### config.mk
export PLATFORM = sky130hd
export DESIGN_NAME = delta_scaler
export DESIGN_NICKNAME = d
export VERILOG_FILES = /design/src/rtl/delta_pkg.sv /design/src/rtl/sat_counter.sv /design/src/rtl/delta_scaler.sv
export SDC_FILE = /design/constraint.sdc
export NUM_CORES = 1
export LEC_CHECK = 0
export ABC_AREA = 1
export CAP_MARGIN = 5
export CORE_UTILIZATION = 55
export CTS_CLUSTER_SIZE = 16
export DETAILED_ROUTE_END_ITERATION = 16
export PLACE_DENSITY = 0.84
export SLEW_MARGIN = 30
export SYNTH_ARGS = -nofsm -noshare
export SYNTH_HDL_FRONTEND = slang
export SYNTH_SLANG_ARGS = --single-unit
### constraint.sdc
create_clock -name clk -period 3.4 [get_ports clk]
set_input_delay 0.34 -clock clk [delete_from_list [all_inputs] [get_ports clk]]
set_output_delay 0.34 -clock clk [all_outputs]
set_load 0.03 [all_outputs]
### src/rtl/delta_pkg.sv
`default_nettype none
// ============================================================================
// Module      : delta_pkg
// Description : Shared defaults and state encoding for the delta-window
//               trigger scaler.
// Revision    : 1.0 - initial release
// ============================================================================
package delta_pkg;

    localparam int DEF_NCH   = 4;
    localparam int DEF_CNT_W = 32;
    localparam int DEF_SEQ_W = 16;

    // COUNT: window open, counters accumulate.
    // HOLD : delta_rst high, counters held at zero.
    typedef enum logic [0:0] {
        COUNT = 1'b0,
        HOLD  = 1'b1
    } state_t;

endpackage : delta_pkg
`default_nettype wire

### src/rtl/sat_counter.sv
`default_nettype none
// ============================================================================
// Module      : sat_counter
// Description : Saturating up-counter with synchronous clear. Clear has
//               priority over increment. Exposes the value including the
//               current cycle's increment so a snapshot can capture it
//               in the same cycle the counter is cleared.
// Revision    : 1.0 - initial release
// ============================================================================
module sat_counter #(
    parameter int WIDTH = 32
) (
    input  logic             clk,
    input  logic             rst_n,
    input  logic             inc,
    input  logic             clr,
    output logic [WIDTH-1:0] count_nxt
);

    logic [WIDTH-1:0] r_count;

    // Stored value plus this cycle's increment, pinned at all-ones.
    always_comb begin
        count_nxt = r_count;
        if (inc && (r_count != {WIDTH{1'b1}})) begin
            count_nxt = r_count + 1'b1;
        end
    end

    // Counter register: clear wins, otherwise take the incremented value.
    always_ff @(posedge clk or negedge rst_n) begin
        if (!rst_n) begin
            r_count <= '0;
        end else if (clr) begin
            r_count <= '0;
        end else begin
            r_count <= count_nxt;
        end
    end

endmodule : sat_counter
`default_nettype wire

### src/rtl/delta_scaler.sv
`default_nettype none
// ============================================================================
// Module      : delta_scaler
// Description : Per-window trigger scaler. Counts live-gated trigger rising
//               edges per channel and live cycles between delta windows,
//               snapshots them into a one-deep readout buffer on each
//               delta_rst rising edge, and holds the counters cleared while
//               delta_rst stays high.
// Revision    : 1.0 - initial release
// ============================================================================
module delta_scaler
    import delta_pkg::*;
#(
    parameter int NCH   = DEF_NCH,
    parameter int CNT_W = DEF_CNT_W,
    parameter int SEQ_W = DEF_SEQ_W
) (
    input  logic                 clk,
    input  logic                 rst_n,
    input  logic                 delta_rst,
    input  logic                 live,
    input  logic [NCH-1:0]       trig,
    input  logic                 snap_ready,
    input  logic                 overrun_clr,
    output logic                 snap_valid,
    output logic [NCH*CNT_W-1:0] snap_cnt,
    output logic [CNT_W-1:0]     snap_live,
    output logic [SEQ_W-1:0]     snap_seq,
    output logic                 overrun
);

    // ------------------------------------------------------------------
    // Declarations
    // ------------------------------------------------------------------
    logic [NCH-1:0]       r_trig_d;
    logic                 r_drst_d;
    state_t               r_state;
    state_t               w_state_nxt;

    logic [NCH-1:0]       w_edge;
    logic                 w_drise;
    logic                 w_cnt_en;
    logic                 w_clr;
    logic                 w_buf_free;
    logic                 w_xfer;

    logic [NCH*CNT_W-1:0] w_cnt_nxt;
    logic [CNT_W-1:0]     w_live_nxt;

    logic                 r_snap_valid;
    logic [NCH*CNT_W-1:0] r_snap_cnt;
    logic [CNT_W-1:0]     r_snap_live;
    logic [SEQ_W-1:0]     r_snap_seq;
    logic [SEQ_W-1:0]     r_seq;
    logic                 r_overrun;

    // ------------------------------------------------------------------
    // Edge detection
    // ------------------------------------------------------------------
    // Delayed copies keep tracking in HOLD so an edge seen there is not
    // recounted once the window reopens.
    always_ff @(posedge clk or negedge rst_n) begin
        if (!rst_n) begin
            r_trig_d <= '0;
            r_drst_d <= 1'b0;
        end else begin
            r_trig_d <= trig;
            r_drst_d <= delta_rst;
        end
    end

    assign w_edge  = trig & ~r_trig_d;
    assign w_drise = delta_rst & ~r_drst_d;

    // ------------------------------------------------------------------
    // Window state machine
    // ------------------------------------------------------------------
    // State register.
    always_ff @(posedge clk or negedge rst_n) begin
        if (!rst_n) begin
            r_state <= COUNT;
        end else begin
            r_state <= w_state_nxt;
        end
    end

    // Next state: enter HOLD on the window edge, leave when delta_rst drops.
    always_comb begin
        w_state_nxt = r_state;
        case (r_state)
            COUNT:   if (w_drise)    w_state_nxt = HOLD;
            HOLD:    if (!delta_rst) w_state_nxt = COUNT;
            default: w_state_nxt = COUNT;
        endcase
    end

    // Counting is live in COUNT (including the drise cycle itself, whose
    // increment belongs to the closing window) and from the first cycle
    // delta_rst is seen low, even though the state register still says HOLD.
    assign w_cnt_en = (r_state == COUNT) || !delta_rst;

    // Clear on the window edge and for as long as the reset pulse lasts.
    assign w_clr = w_drise || ((r_state == HOLD) && delta_rst);

    // ------------------------------------------------------------------
    // Counters
    // ------------------------------------------------------------------
    generate
        for (genvar gi = 0; gi < NCH; gi++) begin : g_chan
            sat_counter #(
                .WIDTH (CNT_W)
            ) u_cnt (
                .clk       (clk),
                .rst_n     (rst_n),
                .inc       (w_cnt_en && live && w_edge[gi]),
                .clr       (w_clr),
                .count_nxt (w_cnt_nxt[gi*CNT_W +: CNT_W])
            );
        end
    endgenerate

    sat_counter #(
        .WIDTH (CNT_W)
    ) u_live_cnt (
        .clk       (clk),
        .rst_n     (rst_n),
        .inc       (w_cnt_en && live),
        .clr       (w_clr),
        .count_nxt (w_live_nxt)
    );

    // ------------------------------------------------------------------
    // Snapshot buffer and handshake
    // ------------------------------------------------------------------
    assign w_xfer     = r_snap_valid && snap_ready;
    assign w_buf_free = !r_snap_valid || snap_ready;

    // One-deep buffer: load on a window edge when free, otherwise keep the
    // unread snapshot untouched and let the sequence gap expose the loss.
    always_ff @(posedge clk or negedge rst_n) begin
        if (!rst_n) begin
            r_snap_valid <= 1'b0;
            r_snap_cnt   <= '0;
            r_snap_live  <= '0;
            r_snap_seq   <= '0;
        end else if (w_drise && w_buf_free) begin
            r_snap_valid <= 1'b1;
            r_snap_cnt   <= w_cnt_nxt;
            r_snap_live  <= w_live_nxt;
            r_snap_seq   <= r_seq;
        end else if (w_xfer) begin
            r_snap_valid <= 1'b0;
        end
    end

    // Window sequence number, advanced for every window whether kept or lost.
    always_ff @(posedge clk or negedge rst_n) begin
        if (!rst_n) begin
            r_seq <= '0;
        end else if (w_drise) begin
            r_seq <= r_seq + 1'b1;
        end
    end

    // Sticky overrun flag; a new loss beats a simultaneous clear.
    always_ff @(posedge clk or negedge rst_n) begin
        if (!rst_n) begin
            r_overrun <= 1'b0;
        end else if (w_drise && !w_buf_free) begin
            r_overrun <= 1'b1;
        end else if (overrun_clr) begin
            r_overrun <= 1'b0;
        end
    end

    assign snap_valid = r_snap_valid;
    assign snap_cnt   = r_snap_cnt;
    assign snap_live  = r_snap_live;
    assign snap_seq   = r_snap_seq;
    assign overrun    = r_overrun;

endmodule : delta_scaler
`default_nettype wire
==> results.py, run 1 <==
metrics = {
    "route": {
        "drt-initial-drc-count": 1391,
        "vias": 17450,
        "drcViolationCount": 0,
        "routed_wl_um": 50880,
        "wl_per_cell_um": 15.55,
        "firstDrtPassIters": 5,
        "ant_nets": 0,
        "vias_per_cell": 5.333,
    },
    "critical_path": {
        "path_buf_inv": 1,
        "critPathKind": "reg -> reg",
        "worstPathRequired_ns": 3.80,
        "crit_path_max_incr_delay_ns": 0.48,
        "crit_top_cell": "nand2_1",
        "crit_fanout": 27,
        "worstPathArrival_ns": 3.09,
        "worst_setup_path_start_kind": "register",
        "end_kind": "register",
        "critPathTopFamily": "simple AND/OR/NAND/NOR gates",
        "crit_chain": "nand2_1, nor2_1, nand2_1, nor2_1, nand2_2, nand2_1, inv_1, nand2_1, nand2_1, nand2_1, nand2_1",
        "critical-path-slowest-cell": "dfrtp_1",
    },
    "layout": {
        "fill_cells": 2812,
        "multi_input_area_um2": 8543,
        "nets": 2810,
        "layout_commonest_cell": "nand2_1",
        "regArea_um2": 9009,
        "drive_above_1_share": 0.05739,
        "final_cell_mix": "1042 x nand2_1, 360 x dfrtp_1, 348 x nor2_1, 238 x nand3_1, 232 x inv_1",
        "areaGrowthSynthToFinish_pct": 19.34,
    },
    "timing": {
        "final.setup.worst_slack_ns": 0.7108,
        "rsz0062_at_grt": "false",
        "finClkSkew_ns": 0.01249,
        "drv_slew": 0,
        "worst_pin_slew_ns": 0.8232,
        "fin_crit_ns": 2.689,
        "hold_viol_final": 0,
        "relSlewSlack": 0.4512,
        "setup_viol": 0,
        "fmax_mhz": 371.9,
        "period_share": 0.7909,
        "tns_ns": 0,
    },
    "grt": {
        "grt_pass1_wl_um": 85220,
        "grt.overflow.total": 0,
        "first_global_vias": 17070,
        "antenna_found_initial": 2,
        "grt_max_degree": 137,
        "grt_usage": 0.2957,
    },
    "placed_design": {
        "placement.io_buffers": 187,
        "hpwl_um": 35900,
        "routabilityCongestion": 0.9620,
        "place_ws_ns": 0.6018,
    },
    "run_status": {
        "status": "finished clean",
    },
    "yosys": {
        "syn_nets": 2643,
        "ys_warn_count": 0,
        "seq_area_frac_synth": 0.4781,
        "yosys.cell_types.count": 34,
        "synth_top_area_frac": 0.4781,
        "ys_seq_elements": 360,
        "yosys.area.top_type": "dfrtp_1",
        "synth_area_um2": 18840,
        "synth_flop_cell": "dfrtp_1",
        "synth_edf_count": 0,
        "synthArstFlopShare": 1.000,
        "syn_avg_cell_area_um2": 7.172,
        "syn_inst": 2627,
        "yosys-top-cells-area": "dfrtp_1 48%, nand2_1 21%, nor2_1 7.0%, nand3_1 6.3%, inv_1 4.6%",
    },
    "power_and_ir_drop": {
        "p_leak_nw": 10.71,
        "irDropWorstVdd_mv": 0.3693,
        "p_per_area_nw_per_um2": 428.5,
    },
    "floorplanning": {
        "die_x_um": 187.1,
        "ioPinCount": 188,
        "die_y_um": 187.1,
        "rows": 67,
        "initial_core_util": 0.5605,
        "die_area_um2": 35000,
        "core-area_um2": 33620,
    },
    "min_path": {
        "hold_class": "in -> reg",
    },
    "clock_tree": {
        "cts_buffers": 38,
        "clk_latency_ns": 0.52,
        "cts_root_buf": "clkbuf_16",
        "cts_max_level": 2,
        "clk_pin_slew_ns": 0.06,
        "cts_tree": "built",
        "cts_sinks": 360,
        "post_cts_buffers": 0,
        "clockBufferDepth": 3,
    },
    "flow_run": {
        "cap_violations": 0,
    },
}
power breakdown:
group          switching, W  total [W]  internal (W)
registers          0.000107    0.00452       0.00441
clock network       0.00175    0.00431       0.00256
logic              0.000555   0.000808      0.000253
flip-flops by register name, summed over array words and instances (netlist names):
register	flops
snap_live	32
snap_cnt	128
snap_seq	16
overrun	1
r_state	1
u_live_cnt.r_count	32
r_drst_d	1
r_trig_d	4
g_chan.u_cnt.r_count	128
r_seq	16
snap_valid	1
repair_timing:
action                    4_1_cts  5_1_grt
hold endpoints to repair       90        0
gates resized for setup         0        0
hold buffers                    1        0
per-layer routing:
| layer | part of all wire | routed length, µm | GRT usage |
|---|---|---|---|
| met5 | 0 | 0 | 0 |
| met4 | 0.028 | 1430 | 0.09836 |
| met3 | 0.049 | 2501 | 0.03659 |
| met2 | 0.47 | 24030 | 0.4847 |
| met1 | 0.45 | 22920 | 0.4082 |
cell type report:
class,count,area share
Sequential cell,360,0.4006
Clock inverter,17,0.007901
Antenna cell,2,0.0002226
Inverter,239,0.04023
Multi-Input combinational cell,1944,0.3799
Timing Repair Buffer,211,0.09604
Tap cell,448,0.02493
Clock buffer,52,0.05013
Yosys cell counts (20+ instances only):
library cell     n
nand2_1       1042
dfrtp_1        360
nor2_1         349
nand3_1        238
inv_1          233
nand4_1         64
clkbuf_1        43
a21oi_1         40
o21ai_1         35
xor2_1          28
nand3_2         25
nor3_1          21
buf_2           20
kinds of logic after synthesis:
group | after synthesis | synth area share
and+or+nand+nor | 1801 | 0.4035
AOI/OAI and AO/OA | 96 | 0.02650
xor gates and xnor gates | 41 | 0.01906
buffers and inverters | 323 | 0.06886
adders and majority gates | 6 | 0.003984
DFF | 360 | 0.4781
path summary, 6_finish.rpt:
path                                         from  depth (start not counted)  slack [ns]                           to
hold / removal                            trig[3]                          1        0.34                  r_trig_d[3]
setup / recovery           u_live_cnt.r_count[15]                         11        0.71                snap_live[30]
max in group asynchronous                   rst_n                          3        1.94  g_chan[0].u_cnt.r_count[12]
min in group asynchronous                   rst_n                          2        0.40                 snap_seq[12]
setup reg to reg           u_live_cnt.r_count[15]                         11        0.71                snap_live[30]
hold reg to reg                         r_seq[14]                          1        0.46                    r_seq[14]
through the flow:
step,power [W],cells,utilization,cell area [µm²],hold WS (ns)
floorplan,0.005008,2627,-,18840,0.04441
global placement,0.005377,3201,0.6297,21170,0.4298
CTS,0.009694,3271,0.6688,22480,0.3243
global route,0.009961,3271,0.6688,22480,0.3395
finish,0.009636,3273,0.6689,22490,0.3447
detailed placement,0.005401,3201,0.6297,21170,0.4391
worst register-to-register path, cell delays in order, from the launching register on:
cell	delay (ns)
dfrtp_1	0.48
nand2_1	0.12
nor2_1	0.25
nand2_1	0.19
nor2_1	0.17
nand2_2	0.31
nand2_1	0.44
inv_1	0.22
nand2_1	0.17
nand2_1	0.07
nand2_1	0.10
nand2_1	0.07
Note: power is estimated with default switching activity, not from simulation.
==> inputs of run 2 (changes only) <==
Settings changed: CORE_UTILIZATION 55 to 52.
Clock period 3.4 ns to 2.4 ns, I/O delays scaled along.
==> run 2 against run 1 <==
Effect of this change: clock skew fell by 0.0021 ns; setup slack got worse by 0.46 ns; core utilization decreased by 2.9 points; critical path depth decreased by 2; cell count up 1.0%; sequential share of layout area down 0.46 points; critical path type unchanged; critical endpoint is now snap_cnt[82]; largest cell class unchanged; largest power group unchanged; highest routed layer unchanged.
==> results.py, run 2 (same netlist as run 1, synthesis figures left out) <==
metrics = {
    "clock_tree": {
        "cts_root_buf": "clkbuf_16",
        "clk_pin_slew_ns": 0.06,
        "cts_tree": "built",
        "post_cts_buffers": 0,
        "clk_latency_ns": 0.56,
        "clockBufferDepth": 3,
        "cts_sinks": 360,
        "cts_max_level": 2,
        "cts_buffers": 39,
    },
    "critical_path": {
        "worst_setup_path_start_kind": "register",
        "critPathTopFamily": "simple AND/OR/NAND/NOR gates",
        "regToRegEndpoint": "snap_cnt[82]",
        "crit_chain": "nand2_1, nor2_1, nand2_1, nor2_1, nand3_1, nand3b_1, nand2_1, nand2_1, nand2_1",
        "r2r_setup_slack_ns": 0.25,
        "crit_fanout": 11,
        "crit_top_cell": "nand2_1",
        "critical-path-slowest-cell": "dfrtp_1",
        "critPathKind": "reg -> reg",
        "path_buf_inv": 0,
        "reg2regPathDepth": 9,
        "worstPathRequired_ns": 2.85,
        "crit_path_max_incr_delay_ns": 0.46,
        "end_kind": "register",
        "rr_startpoint": "g_chan[2].u_cnt.r_count[9]",
        "worstPathArrival_ns": 2.60,
    },
    "placed_design": {
        "placement.io_buffers": 187,
        "routabilityCongestion": 0.9782,
        "place_ws_ns": -0.05615,
        "hpwl_um": 36830,
    },
    "timing": {
        "final.setup.worst_slack_ns": 0.2465,
        "setup_viol": 0,
        "hold_viol_final": 0,
        "worst_pin_slew_ns": 0.5855,
        "fmax_mhz": 464.4,
        "fin_crit_ns": 2.153,
        "rsz0062_at_grt": "false",
        "relSlewSlack": 0.6096,
        "drv_slew": 0,
        "period_share": 0.8973,
        "tns_ns": 0,
        "finClkSkew_ns": 0.01036,
    },
    "grt": {
        "grt_pass1_wl_um": 86280,
        "grt_max_degree": 135,
        "grt_usage": 0.2916,
        "first_global_vias": 17230,
        "antenna_found_initial": 2,
        "grt.overflow.total": 0,
    },
    "layout": {
        "final_cell_mix": "1041 x nand2_1, 359 x dfrtp_1, 348 x nor2_1, 238 x nand3_1, 232 x inv_1",
        "areaGrowthSynthToFinish_pct": 20.73,
        "drive_above_1_share": 0.06364,
        "layout_commonest_cell": "nand2_1",
        "nets": 2831,
    },
    "route": {
        "drt-initial-drc-count": 1445,
        "vias_per_cell": 5.328,
        "ant_nets": 0,
        "drcViolationCount": 0,
        "routed_wl_um": 51940,
        "wl_per_cell_um": 15.71,
        "firstDrtPassIters": 6,
        "vias": 17610,
    },
    "floorplanning": {
        "initial_core_util": 0.5297,
        "core-area_um2": 35570,
        "ioPinCount": 188,
        "die_area_um2": 37000,
        "rows": 69,
        "die_y_um": 192.4,
        "die_x_um": 192.4,
    },
    "power_and_ir_drop": {
        "power_w": 0.01393,
        "p_per_area_nw_per_um2": 612.4,
        "p_leak_nw": 10.85,
        "irDropWorstVdd_mv": 0.5632,
    },
    "min_path": {
        "worstHoldEndpoint": "r_trig_d[0]",
        "hp-start": "trig[0]",
        "holdPathStages": 1,
        "hold_class": "in -> reg",
    },
    "flow_run": {
        "cap_violations": 0,
    },
    "run_status": {
        "status": "finished clean",
    },
}
## run 2: changes by cell type in the layout (fill, tap and decap cells not counted), moves of 2 or more
cell,change
buf_12,+4
buf_4,+16
bufinv_16,+2
clkbuf_1,+4
clkinv_4,-2
clkinvlp_4,-3
## run 2: area by class of cell
cell class                 count  area, µm²
fill                        3049      12820
sequential                   360       9010
multi-input combinational   1944       8551
timing repair buffer         231       2360
clock buffer                  56       1142
inverter                     239      904.6
tap                          461      576.8
clock inverter                14      201.4
antenna                        1      2.502
## run 2: where the power goes
| part | total, W | leakage, nW | internal [W] | switching [W] |
|---|---|---|---|---|
| Combinational | 0.00116 | 5.26 | 0.000369 | 0.000791 |
| Sequential | 0.00639 | 4.93 | 0.00625 | 0.000144 |
| Clock | 0.00638 | 0.662 | 0.00385 | 0.00252 |
| Total | 0.0139 | 10.9 | 0.0105 | 0.00346 |
## run 2: repair_timing
action / in CTS / in global routing
resized for setup: 0 / 3
hold buffers: 1 / 0
endpoints found under the setup margin: 0 / 19
endpoints found under the hold margin: 53 / 0
## run 2: per-layer routing
metal  vias to the layer above  GRT usage  share of wire
met5                         -          0              0
met4                         0     0.1090          0.029
met3                       106    0.03928          0.054
met2                       521     0.4624           0.46
met1                      8382     0.4073           0.46
li1                       8604          -              -
## run 2: worst register-to-register path, delay by kind of cell (launching register included)
kind | cells | cell delay, ns
DFF | 1 | 0.46
and+or+nand+nor | 9 | 1.58
## run 2: how the worst max path moves through the flow
stage                                from  depth (start not counted)      endpoint  slack [ns]
3_5_place_dp                    delta_rst                         11  snap_cnt[85]       -0.06
2_1_floorplan  g_chan[1].u_cnt.r_count[0]                         12  snap_cnt[48]        0.61
6_report       g_chan[2].u_cnt.r_count[9]                          9  snap_cnt[82]        0.25
4_1_cts        g_chan[2].u_cnt.r_count[9]                         11  snap_cnt[94]        0.19
5_1_grt        g_chan[2].u_cnt.r_count[9]                          9  snap_cnt[82]        0.03
3_3_place_gp                    delta_rst                         10  snap_cnt[44]     -0.0002
## run 2: stage by stage
step	instances	hold slack [ns]	utilization	area [µm²]
after floorplan	2627	-0.05559	-	18840
after global placement	3234	0.2529	0.6012	21380
after detailed placement	3234	0.2540	0.6012	21380
after CTS	3305	0.1669	0.6392	22740
after global routing	3306	0.1806	0.6395	22750
final	3306	0.1890	0.6395	22750
